File: src/rtl/clk_switch_pkg.sv
// Shared types and encodings for the clock-source switch controller.
package clk_switch_pkg;

  typedef enum logic [1:0] {
    ST_IDLE     = 2'd0,
    ST_DRIVE    = 2'd1,
    ST_WAIT_ACK = 2'd2,
    ST_SETTLE   = 2'd3
  } sw_state_e;

  localparam logic SEL_PRIMARY = 1'b0;
  localparam logic SEL_BACKUP  = 1'b1;

  // Bits needed to hold any value in 0..max_val (at least one bit).
  function automatic int unsigned cnt_width(input int unsigned max_val);
    int unsigned w;
    w = $clog2(max_val + 32'd1);
    if (w < 32'd1) begin
      w = 32'd1;
    end else begin
      w = w;
    end
    return w;
  endfunction

endpackage

File: src/rtl/clk_activity_mon.sv
// Primary-clock activity monitor: counts cycles without a prim_tick level
// change and raises a sticky fail_flag once MON_WINDOW is reached.
module clk_activity_mon
  import clk_switch_pkg::*;
#(
  parameter int MON_WINDOW = 32
) (
  input  logic clk,
  input  logic rst,
  input  logic prim_tick,
  input  logic clr_fail,
  output logic fail_flag
);

  localparam int CW = int'(cnt_width(MON_WINDOW));
  localparam logic [CW-1:0] CNT_MAX = CW'(MON_WINDOW);
  localparam logic [CW-1:0] CNT_ONE = CW'(1);

  logic          prev_tick_r;
  logic [CW-1:0] cnt_r;
  logic [CW-1:0] cnt_next_s;
  logic          fail_r;

  // Next idle count: clear request beats saturation, any level change restarts.
  always_comb begin
    cnt_next_s = cnt_r;
    if (clr_fail) begin
      cnt_next_s = '0;
    end else if (prim_tick != prev_tick_r) begin
      cnt_next_s = '0;
    end else if (cnt_r != CNT_MAX) begin
      cnt_next_s = cnt_r + CNT_ONE;
    end else begin
      cnt_next_s = cnt_r;
    end
  end

  // Tick history, idle counter and sticky failure flag.
  always_ff @(posedge clk or posedge rst) begin
    if (rst) begin
      prev_tick_r <= 1'b0;
      cnt_r       <= '0;
      fail_r      <= 1'b0;
    end else begin
      prev_tick_r <= prim_tick;
      cnt_r       <= cnt_next_s;
      if (clr_fail) begin
        fail_r <= 1'b0;
      end else if (cnt_next_s == CNT_MAX) begin
        fail_r <= 1'b1;
      end else begin
        fail_r <= fail_r;
      end
    end
  end

  assign fail_flag = fail_r;

endmodule

File: src/rtl/clk_switch_ctrl.sv
// Clock-source switch controller: drives the mux select, waits for the mux
// acknowledge, holds a settle window, and fails over to backup on demand.
module clk_switch_ctrl
  import clk_switch_pkg::*;
#(
  parameter int ACK_TIMEOUT   = 64,
  parameter int SETTLE_CYCLES = 8,
  parameter int MON_WINDOW    = 32
) (
  input  logic clk,
  input  logic rst,
  input  logic req_valid,
  input  logic req_sel,
  output logic req_ready,
  input  logic sw_ack,
  input  logic prim_tick,
  input  logic auto_fail_en,
  input  logic clr_fail,
  output logic switch_en,
  output logic cur_sel,
  output logic busy,
  output logic fail_flag,
  output logic err_timeout
);

  localparam int AW = int'(cnt_width(ACK_TIMEOUT));
  localparam int SW = int'(cnt_width(SETTLE_CYCLES));
  localparam logic [AW-1:0] ACK_LAST    = AW'(ACK_TIMEOUT - 1);
  localparam logic [AW-1:0] ACK_ONE     = AW'(1);
  localparam logic [SW-1:0] SETTLE_LAST = SW'(SETTLE_CYCLES - 1);
  localparam logic [SW-1:0] SETTLE_ONE  = SW'(1);

  sw_state_e     state_r, state_next_s;
  logic          target_r, target_next_s;
  logic          switch_en_r, switch_en_next_s;
  logic          cur_sel_r, cur_sel_next_s;
  logic [AW-1:0] ack_cnt_r, ack_cnt_next_s;
  logic [SW-1:0] settle_cnt_r, settle_cnt_next_s;
  logic          err_r, err_next_s;
  logic          fail_flag_s;
  logic          failover_s;
  logic          accept_s;

  clk_activity_mon #(
    .MON_WINDOW(MON_WINDOW)
  ) u_mon (
    .clk      (clk),
    .rst      (rst),
    .prim_tick(prim_tick),
    .clr_fail (clr_fail),
    .fail_flag(fail_flag_s)
  );

  // Failover outranks any external request presented in the same cycle.
  assign failover_s = (state_r == ST_IDLE) && auto_fail_en && fail_flag_s &&
                      (cur_sel_r == SEL_PRIMARY);
  assign req_ready  = (state_r == ST_IDLE) && !rst && !failover_s;
  // Requests that would not change the source, or that ask for a failed primary, are dropped.
  assign accept_s   = req_valid && req_ready && (req_sel != cur_sel_r) &&
                      !(fail_flag_s && (req_sel == SEL_PRIMARY));

  // Next-state and next-output logic.
  always_comb begin
    state_next_s      = state_r;
    target_next_s     = target_r;
    switch_en_next_s  = switch_en_r;
    cur_sel_next_s    = cur_sel_r;
    ack_cnt_next_s    = ack_cnt_r;
    settle_cnt_next_s = settle_cnt_r;
    err_next_s        = 1'b0;
    case (state_r)
      ST_IDLE: begin
        if (failover_s) begin
          target_next_s    = SEL_BACKUP;
          switch_en_next_s = SEL_BACKUP;
          state_next_s     = ST_DRIVE;
        end else if (accept_s) begin
          target_next_s    = req_sel;
          switch_en_next_s = req_sel;
          state_next_s     = ST_DRIVE;
        end else begin
          state_next_s = ST_IDLE;
        end
      end
      ST_DRIVE: begin
        ack_cnt_next_s = '0;
        state_next_s   = ST_WAIT_ACK;
      end
      ST_WAIT_ACK: begin
        if (sw_ack == target_r) begin
          settle_cnt_next_s = '0;
          state_next_s      = ST_SETTLE;
        end else if (ack_cnt_r == ACK_LAST) begin
          switch_en_next_s = cur_sel_r;
          err_next_s       = 1'b1;
          state_next_s     = ST_IDLE;
        end else begin
          ack_cnt_next_s = ack_cnt_r + ACK_ONE;
        end
      end
      ST_SETTLE: begin
        // A lost ack re-enters the wait but keeps the timeout budget already spent.
        if (sw_ack != target_r) begin
          state_next_s = ST_WAIT_ACK;
        end else if (settle_cnt_r == SETTLE_LAST) begin
          cur_sel_next_s = target_r;
          state_next_s   = ST_IDLE;
        end else begin
          settle_cnt_next_s = settle_cnt_r + SETTLE_ONE;
        end
      end
      default: begin
        switch_en_next_s = cur_sel_r;
        state_next_s     = ST_IDLE;
      end
    endcase
  end

  // State and output registers.
  always_ff @(posedge clk or posedge rst) begin
    if (rst) begin
      state_r      <= ST_IDLE;
      target_r     <= SEL_PRIMARY;
      switch_en_r  <= SEL_PRIMARY;
      cur_sel_r    <= SEL_PRIMARY;
      ack_cnt_r    <= '0;
      settle_cnt_r <= '0;
      err_r        <= 1'b0;
    end else begin
      state_r      <= state_next_s;
      target_r     <= target_next_s;
      switch_en_r  <= switch_en_next_s;
      cur_sel_r    <= cur_sel_next_s;
      ack_cnt_r    <= ack_cnt_next_s;
      settle_cnt_r <= settle_cnt_next_s;
      err_r        <= err_next_s;
    end
  end

  assign switch_en   = switch_en_r;
  assign cur_sel     = cur_sel_r;
  assign busy        = (state_r != ST_IDLE);
  assign fail_flag   = fail_flag_s;
  assign err_timeout = err_r;

endmodule

File: config.mk
export PLATFORM = sky130hd
export DESIGN_NAME = clk_switch_ctrl
export DESIGN_NICKNAME = d
export VERILOG_FILES = /design/src/rtl/clk_switch_pkg.sv /design/src/rtl/clk_activity_mon.sv /design/src/rtl/clk_switch_ctrl.sv
export SDC_FILE = /design/constraint.sdc
export NUM_CORES = 1
export LEC_CHECK = 0
export CAP_MARGIN = 25
export CORE_MARGIN = 1
export CORE_UTILIZATION = 50
export CTS_CLUSTER_SIZE = 16
export DETAILED_ROUTE_END_ITERATION = 16
export PLACE_DENSITY_LB_ADDON = 0.12
export SLEW_MARGIN = 0
export SYNTH_ARGS = -nofsm -noshare
export SYNTH_HDL_FRONTEND = slang
export SYNTH_HIERARCHICAL = 1
export SYNTH_SLANG_ARGS = --single-unit
export TNS_END_PERCENT = 100
File: constraint.sdc
create_clock -name clk -period 2.3 [get_ports clk]
set_input_delay 0.46 -clock clk [delete_from_list [all_inputs] [get_ports clk]]
set_output_delay 0.46 -clock clk [all_outputs]
set_load 0.005 [all_outputs]
== After elaboration in Yosys (flattened, before gate mapping) ==
Cells that the tools add are included.

* Register bits after elaboration: 25
* Bits of input ports: 8
* Output and inout port bits: 6
* Logic and storage cells: 88

* Add/subtract/negate cells: 3
* Eq/ne operators: 20
* Mux-type cells: 27
* Bitwise logic cells: 3
* Reduce and logical (&&, ||, !) cells: 25

{| class="wikitable"
|+ Operators by type and width
! cell !! number
|-
| $mux W6 || 3
|-
| $mux W7 || 2
|-
| $pmux W7 S2 || 1
|-
| $mux W4 || 3
|-
| $ne A2 B2 Y1 const B || 6
|-
| $reduce_bool A2 Y1 || 6
|-
| $mux W1 || 11
|-
| $logic_and A1 B1 Y1 || 9
|-
| $ne A3 B3 Y1 const B || 3
|-
| $mux W2 || 4
|-
| $pmux W2 S4 || 1
|-
| $pmux W4 S2 || 1
|-
| $reduce_and A4 Y1 || 2
|-
| $add A7 B1 Y7 const B || 1
|-
| $eq A7 B6 Y1 const B || 1
|-
| $add A6 B1 Y6 const B || 1
|-
| $eq A6 B6 Y1 const B || 1
|-
| $ne A6 B6 Y1 const B || 1
|-
| $reduce_and A3 Y1 || 2
|-
| $add A4 B1 Y4 const B || 1
|-
| $eq A2 B2 Y1 const B || 2
|-
| $eq A4 B3 Y1 const B || 1
|-
| $reduce_and A2 Y1 || 2
|-
| $logic_not A1 Y1 || 3
|-
| other kinds (6) || 10
|}

== Longest topological paths before layout ==
Gate-level depths: netlist of run 1.

* Depth after elaboration: 12
* Depth in mapped cells: 6

== Hierarchy ==
The synthesis of run 1 kept the hierarchy.

{| class="wikitable"
|+ Modules (own cells, without submodules)
! module !! instances !! cells an instance !! area each (sq um)
|-
| clk_switch_ctrl || 1 || 106 || 982.2
|-
| clk_activity_mon || 1 || 42 || 426.7
|}

== Worst setup path after synthesis of run 1 ==
OpenSTA, ideal clock, no wires.

* Kind: reg2reg
* Start: register ack_cnt_r[0]
* End: register ack_cnt_r[5]
* Library setup time: 0.136 ns
* Arrival: 1.550 ns
* Required time: 2.164 ns
* Setup slack: 0.615 ns
* Cell stages (with the launch flop): 6
* Path through: dfrtp_1 > ha_1 > and3_1 > a211o_4 > o311ai_1 > o41ai_1

* Cells in the longest elaborated chain, start to end: 4
* Elaborated cells on any way between the ends: 7
* Classes of those cells: add/sub (1); eq/ne (2); mux (3); reduce/logical (1)

{| class="wikitable"
|+ RTL lines
! what !! RTL line !! source
|-
| from (decl) || clk_switch_ctrl.sv:37 || <nowiki>logic [AW-1:0] ack_cnt_r, ack_cnt_next_s;</nowiki>
|-
| from (signal assigned) || clk_switch_ctrl.sv:134 || <nowiki>ack_cnt_r <= ack_cnt_next_s;</nowiki>
|-
| $add A7 B1 Y7 || clk_switch_ctrl.sv:98 || <nowiki>ack_cnt_next_s = ack_cnt_r + ACK_ONE;</nowiki>
|-
| $mux W7 || clk_switch_ctrl.sv:93 || <nowiki>end else if (ack_cnt_r == ACK_LAST) begin</nowiki>
|-
| $mux W7 || clk_switch_ctrl.sv:90 || <nowiki>if (sw_ack == target_r) begin</nowiki>
|-
| $pmux W7 S2 || clk_switch_ctrl.sv:71 || <nowiki>case (state_r)</nowiki>
|}

Parallel ways exist; a longest one is shown, timed or not. The select of a mux whose other input is x is not followed.
A chain may end at the register's enable or synchronous reset.

== Worst setup path in the final report of run 1 ==
* Start: input port auto_fail_en
* End: output port req_ready

* Cells in the longest elaborated chain, start to end: 5

{| class="wikitable"
|+ RTL lines
! what !! RTL line !! source
|-
| from (decl) || clk_switch_ctrl.sv:17 || <nowiki>input logic auto_fail_en,</nowiki>
|-
| $logic_and A1 B1 Y1 (3 in series) || clk_switch_ctrl.sv:55 || <nowiki>assign failover_s = (state_r == ST_IDLE) && auto_fail_en && fail_flag_s &&</nowiki>
|-
| $logic_not A1 Y1 || clk_switch_ctrl.sv:57 || <nowiki>assign req_ready = (state_r == ST_IDLE) && !rst && !failover_s;</nowiki>
|-
| $logic_and A1 B1 Y1 || clk_switch_ctrl.sv:57 ||
|-
| to (decl) || clk_switch_ctrl.sv:14 || <nowiki>output logic req_ready,</nowiki>
|}

No other way between the ends.

==> results of run 1 <==
[critical path, delay by kind of cell]
| kind | cells | cell delay (ns) |
|---|---|---|
| buf+inv | 2 | 0.93 |
| simple gates | 2 | 0.36 |
[cells in the mapped netlist (all sizes together), types with 3 or more instances]
master,n,area share (%)
nor2,15,4.0
clkbuf,3,0.80
ha,4,3.6
nand2,13,3.6
inv,12,3.2
xor2,3,1.9
o22ai,3,1.3
nand3,9,3.2
dfrtp,25,44
a21oi,6,2.1
o21ai,6,2.1
xnor2,5,3.6
[worst max path at each step]
stage / end / slack (ns) / cells after the start
finish: req_ready / 0.09 / 4
global route: req_ready / 0.005 / 4
CTS: req_ready / 0.07 / 4
detailed placement: req_ready / 0.09 / 4
global placement: req_ready / 0.11 / 4
floorplan: ack_cnt_r[5] / 0.61 / 5
[registers in the layout, summed over array words and instances, names as in the netlist]
name / count
u_mon/cnt_r: 6
settle_cnt_r: 4
ack_cnt_r: 7
err_timeout: 1
u_mon/fail_flag: 1
u_mon/prev_tick_r: 1
cur_sel: 1
switch_en: 1
state_r: 2
target_r: 1
[routing by layer]
layer / wire length (um) / vias to the layer above
met2: 1200 / 20
met5: 0 / -
li1: - / 573
met3: 70 / 4
met1: 1400 / 526
met4: 40 / 0
[cell type report]
| class | count | area, um2 | share of cell area (%) |
|---|---|---|---|
| Multi-Input combinational cell | 108 | 727 | 45.2 |
| Sequential cell | 25 | 627 | 39.0 |
| Timing Repair Buffer | 15 | 145 | 9.02 |
| Inverter | 12 | 45.0 | 2.80 |
| Tap cell | 30 | 37.5 | 2.33 |
| Clock buffer | 3 | 22.5 | 1.40 |
| Clock inverter | 1 | 5.00 | 0.311 |
[power by group]
part	internal [mW]	leakage, nW	switching [mW]
Sequential	0.527	0.327	0.0844
Clock	0.0653	0.0177	0.140
Combinational	0.244	0.342	0.317
[metrics by stage]
step	instance area [um2]	worst slack (ns)	hold WS, ns	instances	utilization, %
after floorplan	1410	0.615	0.276	148	-
after global placement	1580	0.109	0.491	190	61.5
after detailed placement	1580	0.0900	0.501	190	61.5
after CTS	1610	0.0723	0.481	194	62.6
after global routing	1610	0.00453	0.505	194	62.7
final	1610	0.0859	0.479	194	62.7
[kinds of logic after synthesis]
family,count (synthesis)
AND/OR/NAND/NOR,57
AO/OA/AOI/OAI,37
flip-flops,25
buffers and inverters,15
XOR/XNOR,8
adder cells (fa/ha/maj),4
multiplexers,2
[repair_timing]
item	CTS	global route
gates resized for setup	0	1
endpoints found under the setup margin	0	1
endpoints found under the hold margin	0	0
hold buffers	0	0
==> results_tabular.tex, run 1 <==
\begin{tabular}{lr}
\hline
Metric & Value \\
\hline
\multicolumn{2}{l}{\textbf{STA}} \\
Final Max Slew Viols & 0 \\
Fin Clk Skew & 0.00598 ns \\
Relative slew slack & 56.3\% \\
Sum of negative setup slack & 0 ns \\
Actual transition at the worst max-transition pin & 0.655 ns \\
Setup repair after global routing missed its margin & no \\
Count of endpoints failing hold in the final timing report & 0 \\
Maximum clock frequency & 452 MHz \\
Final worst path period need & 2.21 ns \\
Share of the clock period used by the worst path after layout & 96.3\% \\
Final count of negative-setup-slack endpoints & 0 \\
\multicolumn{2}{l}{\textbf{Min path}} \\
Path class of the lowest-slack min-delay path & input port to async pin \\
\multicolumn{2}{l}{\textbf{Synth}} \\
Post-synthesis cell type count & 45 \\
Synthesized netlist cell count & 148 \\
Fraction of the yosys area taken by sequential cells & 44.4\% \\
Mean instance size in the synthesized netlist & 9.52 um2 \\
Warnings, synthesis & 6 \\
Number of enable flip-flop cells after synthesis & 0 \\
Parity-gate share of the synthesized area counting xor and xnor cells & 5.51\% \\
Flip-flop cell with the highest count after synthesis & dfrtp\_1 \\
Post-synthesis compound-gate area fraction & 20.0\% \\
Synth Area in Simple Gates & 21.1\% \\
Number of nets in the synthesized netlist & 160 \\
Dominant combinational cell family by area after synthesis & simple AND/OR/NAND/NOR gates \\
Area of the mapped netlist & 1410 um2 \\
Number of synthesized register bits & 25 \\
Share of synthesized registers carrying an async set or reset & 100\% \\
Multiplexer share of the synthesized area & 1.42\% \\
Post-synthesis share of cell area spent on full adders, half adders and majority gates & 3.55\% \\
\multicolumn{2}{l}{\textbf{Route}} \\
Drt via density & 5.79 \\
First-pass iteration count of the detailed router & 4 \\
Total wire length after detailed routing & 2700 um \\
Routed length per placed instance & 13.9 um \\
Initial drt markers & 41 \\
Antenna Violating Nets Remaining & 0 \\
Number of vias after detailed routing & 1123 \\
Remaining design rule violation count & 0 \\
\multicolumn{2}{l}{\textbf{Global route}} \\
GR met2 Demand/Resource & 32.7\% \\
Met1 demand-to-capacity share in global routing & 27.7\% \\
Via count of the first global-routing pass & 1052 \\
Total GRT Usage & 20.6\% \\
GRT Residual Overflow & 0 \\
Pin count of the biggest net entering global routing & 18 \\
Most crowded layer after global routing & met2 \\
Antenna violations before repair & 0 \\
Global-route wire length before repair & 4440 um \\
GRT met3 Usage & 3.28\% \\
\multicolumn{2}{l}{\textbf{Clocking}} \\
Clock tree from TritonCTS & built \\
CTS Buf Count & 3 \\
Total number of H-tree levels & 1 \\
Clock latency reported for the late side of the worst-skew pair & 0.33 ns \\
Root buffer selected by CTS & clkbuf\_4 \\
Clk slew on worst S/H paths & 0.14 ns \\
Setup Buffers After CTS & 0 \\
Max Root-Sink Buffers & 2 \\
Clock Sinks & 25 \\
\multicolumn{2}{l}{\textbf{Critical path}} \\
Required time reported for the critical path endpoint & 1.84 ns \\
Top cell by count, worst path & clkdlybuf4s50\_1 \\
CP arrival & 1.75 ns \\
Critical path launch point & auto\_fail\_en \\
Internal reg-to-reg setup slack & 0.49 ns \\
Launch point of the worst reg-to-reg path & ack\_cnt\_r[0] \\
Maximum fanout encountered on the critical timing path & 2 \\
Startpoint types & input port \\
Capture point of the worst reg-to-reg path & ack\_cnt\_r[5] \\
CP cell instances & clkdlybuf4s50\_1, and3b\_1, nor3\_1, clkdlybuf4s50\_1 \\
Depth of the worst register-to-register path & 5 \\
Type of the worst setup path & input port to output port \\
Largest stage delay on the critical path & 0.52 ns \\
Worst-path cell with the longest stage delay & clkdlybuf4s50\_1 \\
Capturing element type of the critical path & output port \\
\multicolumn{2}{l}{\textbf{Floorplanning}} \\
Initial cell density of the core & 54.9\% \\
Number of top-level pins & 14 \\
Y dimension of the die & 55.1 um \\
Number of rows in the core area & 18 \\
X dimension of the die & 55.1 um \\
Area of the die & 3030 um2 \\
Standard cell core area & 2570 um2 \\
\multicolumn{2}{l}{\textbf{Placement}} \\
Final weighted congestion in routability-driven placement & 0.849 \\
Sum of net half-perimeters after detailed placement & 2030 um \\
Count of port buffers added during placement & 13 \\
\multicolumn{2}{l}{\textbf{Final layout}} \\
Highest-count cells in the layout ignoring fill and taps & dfrtp\_1, nor2\_1, clkdlybuf4s50\_1 \\
Share of final-layout standard cells stronger than drive strength 1 & 8.54\% \\
Number of filler cells placed in the layout & 227 \\
Leading cell type in the layout, fill and taps excluded & dfrtp\_1 \\
Number of inserted diodes & 0 \\
Synthesis-to-finish area growth & 14.2\% \\
Number of nets in the final layout & 177 \\
\multicolumn{2}{l}{\textbf{Pwr}} \\
Leak & 0.687 nW \\
Areal power density over the cells & 856 nW/um2 \\
Worst IR drop on VDD & 0.691 mV \\
Power consumption & 1.38 mW \\
\multicolumn{2}{l}{\textbf{Job}} \\
Max Cap Viol & 0 \\
\multicolumn{2}{l}{\textbf{Outcome}} \\
Run status & finished, final reports clean \\
\hline
\end{tabular}
Note: power is estimated with default switching activity, not from simulation.
==> run 2, diff against run 1 <==
--- a/config.mk
+++ b/config.mk
@@ -10,7 +10,8 @@
 export CORE_UTILIZATION = 50
 export CTS_CLUSTER_SIZE = 16
 export DETAILED_ROUTE_END_ITERATION = 16
-export PLACE_DENSITY_LB_ADDON = 0.12
+export DONT_BUFFER_PORTS = 1
+export SKIP_CTS_REPAIR_TIMING = 1
 export SLEW_MARGIN = 0
 export SYNTH_ARGS = -nofsm -noshare
 export SYNTH_HDL_FRONTEND = slang
==> results_tabular.tex, run 2 (same netlist as run 1, synthesis figures left out) <==
\begin{tabular}{lr}
\hline
Metric & Value \\
\hline
\multicolumn{2}{l}{\textbf{Critical path}} \\
Required time reported for the critical path endpoint & 1.84 ns (about the same) \\
Maximum fanout encountered on the critical timing path & 14 (+12) \\
Internal reg-to-reg setup slack & 0.51 ns (+0.02 ns) \\
CP arrival & 1.48 ns (-0.27 ns) \\
Capturing element type of the critical path & output port \\
Type of the worst setup path & flip-flop to output port \\
Startpoint types & flip-flop \\
\multicolumn{2}{l}{\textbf{Clocking}} \\
Root buffer selected by CTS & clkbuf\_4 \\
Clock Sinks & 25 (unchanged) \\
Clock tree from TritonCTS & built \\
Max Root-Sink Buffers & 2 (unchanged) \\
CTS Buf Count & 3 (unchanged) \\
Clock latency reported for the late side of the worst-skew pair & 0.31 ns (-0.02 ns) \\
Total number of H-tree levels & 1 (unchanged) \\
Clk slew on worst S/H paths & 0.14 ns (about the same) \\
\multicolumn{2}{l}{\textbf{Route}} \\
Remaining design rule violation count & 0 (unchanged) \\
Drt via density & 6.13 (+5.9\%) \\
Total wire length after detailed routing & 2670 um (-1.4\%) \\
Number of vias after detailed routing & 1103 (-1.8\%) \\
Initial drt markers & 15 (-63\%) \\
Routed length per placed instance & 14.8 um (+6.3\%) \\
First-pass iteration count of the detailed router & 4 (unchanged) \\
Antenna Violating Nets Remaining & 0 (unchanged) \\
\multicolumn{2}{l}{\textbf{Placement}} \\
Area after detailed placement & 1440 um2 (-9.2\%) \\
Final weighted congestion in routability-driven placement & 0.843 (-0.71\%) \\
Count of port buffers added during placement & 0 (-13) \\
Placed Cells & 175 (-7.9\%) \\
Sum of net half-perimeters after detailed placement & 1990 um (-1.9\%) \\
\multicolumn{2}{l}{\textbf{STA}} \\
Final Max Slew Viols & 0 (unchanged) \\
Maximum clock frequency & 515 MHz (+14\%) \\
Relative slew slack & 56.3\% (about the same) \\
Sum of negative setup slack & 0 ns (unchanged) \\
Final count of negative-setup-slack endpoints & 0 (unchanged) \\
Count of endpoints failing hold in the final timing report & 0 (unchanged) \\
Final worst path period need & 1.94 ns (-0.272 ns) \\
Setup repair after global routing missed its margin & no \\
Share of the clock period used by the worst path after layout & 84.4\% (-12 points) \\
Fin Clk Skew & 0.00410 ns (-0.00187 ns) \\
Actual transition at the worst max-transition pin & 0.655 ns (+0.000606 ns) \\
\multicolumn{2}{l}{\textbf{Final layout}} \\
Leading cell type in the layout, fill and taps excluded & dfrtp\_1 \\
Final non-filler cell total & 180 (-7.2\%) \\
Max FFs per register & 7 (unchanged) \\
Footprint of the flip-flops and latches & 626 um2 (-0.20\%) \\
Number of inserted diodes & 0 (unchanged) \\
Most flops, register & ack\_cnt\_r \\
Number of nets in the final layout & 163 (-7.9\%) \\
Synthesis-to-finish area growth & 4.44\% \\
Area of all placed cells without fillers & 1470 um2 (-8.6\%) \\
Area of the multi-input gates & 727 um2 (unchanged) \\
Largest registers & ack\_cnt\_r x7, u\_mon/cnt\_r x6, settle\_cnt\_r x4 \\
Highest-count cells in the layout ignoring fill and taps & dfrtp\_1, nor2\_1, nand2\_1, inv\_1, nand3\_1 \\
Number of filler cells placed in the layout & 243 (+7.0\%) \\
Share of final-layout standard cells stronger than drive strength 1 & 6.67\% (-1.9 points) \\
\multicolumn{2}{l}{\textbf{Outcome}} \\
Run status & finished, final reports clean \\
\multicolumn{2}{l}{\textbf{Global route}} \\
Pin count of the biggest net entering global routing & 18 (unchanged) \\
Global-route wire length before repair & 4490 um (+1.1\%) \\
Antenna violations before repair & 0 (unchanged) \\
GRT Residual Overflow & 0 (unchanged) \\
Total GRT Usage & 20.8\% (+0.14 points) \\
Via count of the first global-routing pass & 1017 (-3.3\%) \\
\multicolumn{2}{l}{\textbf{Pwr}} \\
Int Power & 0.778 mW (-7.0\%) \\
Leak & 0.632 nW (-8.1\%) \\
Clock Power Share & 15.2\% (+0.3 points) \\
Part of the power in combinational logic & 33.6\% (-7.1 points) \\
Sequential fraction of design power & 51.2\% (+6.8 points) \\
Areal power density over the cells & 885 nW/um2 (+3.4\%) \\
Net Sw Frac & 40.3\% (+0.98 points) \\
Switching power & 0.524 mW (-3.1\%) \\
Worst IR drop on VDD & 0.520 mV (-25\%) \\
\multicolumn{2}{l}{\textbf{Floorplanning}} \\
Standard cell core area & 2570 um2 (unchanged) \\
Initial cell density of the core & 54.9\% (unchanged) \\
Number of top-level pins & 14 (unchanged) \\
Area of the die & 3030 um2 (unchanged) \\
Y dimension of the die & 55.1 um (unchanged) \\
X dimension of the die & 55.1 um (unchanged) \\
Number of rows in the core area & 18 (unchanged) \\
\multicolumn{2}{l}{\textbf{Min path}} \\
Path class of the lowest-slack min-delay path & input port to async pin \\
\multicolumn{2}{l}{\textbf{Job}} \\
Max Cap Viol & 0 (unchanged) \\
\hline
\end{tabular}
## run 2: cell count changes in the layout (fill, tap and decap cells not counted)
cell and delta:
clkdlybuf4s50_1 -13, buf_4 -2, clkbuf_1 +1, clkinv_2 -1
dfrtp_1 +1, dfrtp_2 -1, dlygate4sd3_1 +1
## run 2: cell type report
| class | count | area share [%] |
|---|---|---|
| Clock buffer | 4 | 1.79 |
| Inverter | 12 | 3.06 |
| Multi-Input combinational cell | 108 | 49.4 |
| Sequential cell | 25 | 42.5 |
| Tap cell | 30 | 2.55 |
| Timing Repair Buffer | 1 | 0.680 |
## run 2: final timing paths
kind,start,endpoint,cells past startpoint
min reg2reg,ack_cnt_r[6],ack_cnt_r[6],2
max in group asynchronous,rst,u_mon/cnt_r[4],2
min,rst,state_r[0],1
max,state_r[1],req_ready,3
max reg2reg,ack_cnt_r[0],ack_cnt_r[5],5
min in group clk,prim_tick,u_mon/prev_tick_r,0
## run 2: worst max-delay path: stages, from the launching register on
cell and delay, ns:
dfrtp_1 0.56, inv_1 0.21, nand2_1 0.18, nor3_1 0.22
## run 2: per-stage QoR
step                      hold WS, ns  setup slack (ns)  utilization [%]  total power [mW]
after floorplan                 0.276             0.615                -              1.00
after global placement          0.313             0.564             55.9              1.10
after detailed placement        0.317             0.524             55.9              1.11
after CTS                     -0.0421             0.349             56.9              1.31
after global routing            0.137             0.239             57.3              1.41
final                           0.105             0.358             57.3              1.30
## run 2: layer usage
layer  vias to the layer above  part of all wire [%]  GRT usage, %
li1                        542                     -             -
met1                       545                    51          28.5
met2                        14                    46          34.3
met3                         2                   2.4          3.01
met4                         0                  0.56          5.00
met5                         -                     0             0
## run 2: power groups by stage
stage               clock network (mW)  registers, mW  logic (mW)
CTS                              0.209          0.663       0.440
global placement                     0          0.669       0.431
detailed placement                   0          0.672       0.439
floorplan                            0          0.609       0.396
global route                     0.220          0.687       0.502
finish                           0.198          0.667       0.438
==> run 3, diff against run 2 <==
--- a/config.mk
+++ b/config.mk
@@ -11,6 +11,7 @@
 export CTS_CLUSTER_SIZE = 16
 export DETAILED_ROUTE_END_ITERATION = 16
 export DONT_BUFFER_PORTS = 1
+export PLACE_DENSITY = 0.68
 export SKIP_CTS_REPAIR_TIMING = 1
 export SLEW_MARGIN = 0
 export SYNTH_ARGS = -nofsm -noshare
==> constraint.sdc (replaced) <==
create_clock -name clk -period 1.6 [get_ports clk]
set_input_delay 0.32 -clock clk [delete_from_list [all_inputs] [get_ports clk]]
set_output_delay 0.32 -clock clk [all_outputs]
set_load 0.005 [all_outputs]
==> results_tabular.tex, run 3 (same netlist as run 1, synthesis figures left out) <==
\begin{tabular}{lr}
\hline
Metric & Value \\
\hline
\multicolumn{2}{l}{\textbf{Outcome}} \\
Run status & complete, but fails checks \\
Failing checks & hold timing, setup timing \\
\multicolumn{2}{l}{\textbf{STA}} \\
Actual transition at the worst max-transition pin & 0.668 ns (+0.0130 ns) \\
Fin Clk Skew & 0.00980 ns (+0.00570 ns) \\
Count of endpoints failing hold in the final timing report & 17 (+17) \\
Final worst path period need & 1.65 ns \\
Share of the clock period used by the worst path after layout & 103\% \\
Relative slew slack & 55.4\% (-0.87 points) \\
Setup repair after global routing missed its margin & yes \\
Final Max Slew Viols & 0 (unchanged) \\
Final hold slack & -0.0363 ns (-0.141 ns) \\
Maximum clock frequency & 607 MHz \\
Final count of negative-setup-slack endpoints & 2 (+2) \\
Sum of negative setup slack & -0.0851 ns (-0.0851 ns) \\
Worst-case setup margin in the final layout & -0.0477 ns (-0.406 ns) \\
\multicolumn{2}{l}{\textbf{Global route}} \\
GRT met3 Usage & 3.01\% (unchanged) \\
Global-route wire length before repair & 4570 um (+1.7\%) \\
GR met2 Demand/Resource & 34.1\% (-0.20 points) \\
Met1 demand-to-capacity share in global routing & 28.2\% (-0.32 points) \\
Pin count of the biggest net entering global routing & 18 (unchanged) \\
GRT Residual Overflow & 0 (unchanged) \\
Total GRT Usage & 21.1\% (+0.34 points) \\
Via count of the first global-routing pass & 1094 (+7.6\%) \\
Antenna violations before repair & 0 (unchanged) \\
Most crowded layer after global routing & met2 \\
\multicolumn{2}{l}{\textbf{Min path}} \\
Path class of the lowest-slack min-delay path & input port to async pin \\
\multicolumn{2}{l}{\textbf{Clocking}} \\
Total number of H-tree levels & 1 (unchanged) \\
Root buffer selected by CTS & clkbuf\_4 \\
Clock latency reported for the late side of the worst-skew pair & 0.32 ns (about the same) \\
Max Root-Sink Buffers & 2 (unchanged) \\
Clk slew on worst S/H paths & 0.14 ns (about the same) \\
Clock tree from TritonCTS & built \\
Clock Sinks & 25 (unchanged) \\
CTS Buf Count & 3 (unchanged) \\
\multicolumn{2}{l}{\textbf{Final layout}} \\
Synthesis-to-finish area growth & 18.5\% \\
Number of nets in the final layout & 178 (+9.2\%) \\
Area of all placed cells without fillers & 1670 um2 (+13\%) \\
Largest registers & ack\_cnt\_r x7, u\_mon/cnt\_r x6, settle\_cnt\_r x4 \\
Number of inserted diodes & 0 (unchanged) \\
Share of final-layout standard cells stronger than drive strength 1 & 23.6\% (+17 points) \\
Share of the core filled with cells in the final layout & 65.0\% (+7.7 points) \\
Max FFs per register & 7 (unchanged) \\
Most flops, register & ack\_cnt\_r \\
Leading cell type in the layout, fill and taps excluded & dfrtp\_1 \\
Highest-count cells in the layout ignoring fill and taps & dfrtp\_1, nor2\_1, buf\_4 \\
Final non-filler cell total & 195 (+8.3\%) \\
\multicolumn{2}{l}{\textbf{Placement}} \\
Count of port buffers added during placement & 0 (unchanged) \\
Final weighted congestion in routability-driven placement & 0.810 (-3.9\%) \\
Worst slack at placement & -0.0470 ns (-0.571 ns) \\
Placed Cells & 185 (+5.7\%) \\
Sum of net half-perimeters after detailed placement & 2070 um (+3.9\%) \\
Area after detailed placement & 1520 um2 (+5.8\%) \\
\multicolumn{2}{l}{\textbf{Route}} \\
Routed length per placed instance & 15.1 um (+2.3\%) \\
Drt via density & 5.94 (-3.1\%) \\
Initial drt markers & 27 (+12) \\
First-pass iteration count of the detailed router & 4 (unchanged) \\
Total wire length after detailed routing & 2950 um (+11\%) \\
Number of vias after detailed routing & 1158 (+5.0\%) \\
Antenna Violating Nets Remaining & 0 (unchanged) \\
Remaining design rule violation count & 0 (unchanged) \\
\multicolumn{2}{l}{\textbf{Job}} \\
Max Cap Viol & 0 (unchanged) \\
\multicolumn{2}{l}{\textbf{Floorplanning}} \\
Number of rows in the core area & 18 (unchanged) \\
Initial cell density of the core & 54.9\% (unchanged) \\
Area of the die & 3030 um2 (unchanged) \\
Y dimension of the die & 55.1 um (unchanged) \\
X dimension of the die & 55.1 um (unchanged) \\
Standard cell core area & 2570 um2 (unchanged) \\
Number of top-level pins & 14 (unchanged) \\
\multicolumn{2}{l}{\textbf{Critical path}} \\
Family with the most delay on the worst path & compound AO/OA/AOI/OAI gates \\
Startpoint types & flip-flop \\
Required time reported for the critical path endpoint & 1.80 ns (-0.04 ns) \\
CP arrival & 1.85 ns (+0.37 ns) \\
Maximum fanout encountered on the critical timing path & 8 (-6) \\
Capturing element type of the critical path & flip-flop \\
CP cell instances & ha\_2, and3\_4, a211o\_4, o311ai\_4, o41ai\_2 \\
Largest stage delay on the critical path & 0.42 ns (-0.14 ns) \\
Worst path bufs/invs & 0 (-1) \\
Type of the worst setup path & flip-flop to flip-flop \\
Worst-path cell with the longest stage delay & dfrtp\_1 \\
\multicolumn{2}{l}{\textbf{Pwr}} \\
Leak & 0.715 nW (+13\%) \\
Areal power density over the cells & 1250 nW/um2 (+42\%) \\
Power consumption & 2.09 mW (+61\%) \\
Worst IR drop on VDD & 1.00 mV (+93\%) \\
\hline
\end{tabular}
==> run 3: worst paths after layout <==
kind | endpoint | start | depth (start not counted) | slack, ns
min in group clk | u_mon/fail_flag | clr_fail | 1 | 0.03
min reg2reg | ack_cnt_r[6] | ack_cnt_r[6] | 2 | 0.52
max in group asynchronous | u_mon/cnt_r[1] | rst | 2 | 0.95
min | target_r | rst | 1 | -0.04
max reg2reg | ack_cnt_r[5] | ack_cnt_r[1] | 5 | -0.05
max | ack_cnt_r[5] | ack_cnt_r[1] | 5 | -0.05
==> run 3: final cells by class <==
| class | instances | area (um2) |
|---|---|---|
| well taps | 30 | 37.5 |
| repair buffers | 16 | 125 |
| flip-flops and latches | 25 | 627 |
| clock buffers | 4 | 26.3 |
| multi-input cells | 108 | 808 |
| inverters | 12 | 45.0 |
| fillers | 225 | 898 |
==> run 3: per-layer routing <==
layer / part of all wire (%) / vias to the layer above
met5: 0 / -
met4: 1.0 / 0
met3: 2.8 / 4
met2: 48 / 21
met1: 48 / 556
li1: - / 577
==> run 3: power by group <==
part / switching [mW] / internal, mW
logic: 0.532 / 0.396
clock network: 0.184 / 0.0974
registers: 0.127 / 0.757
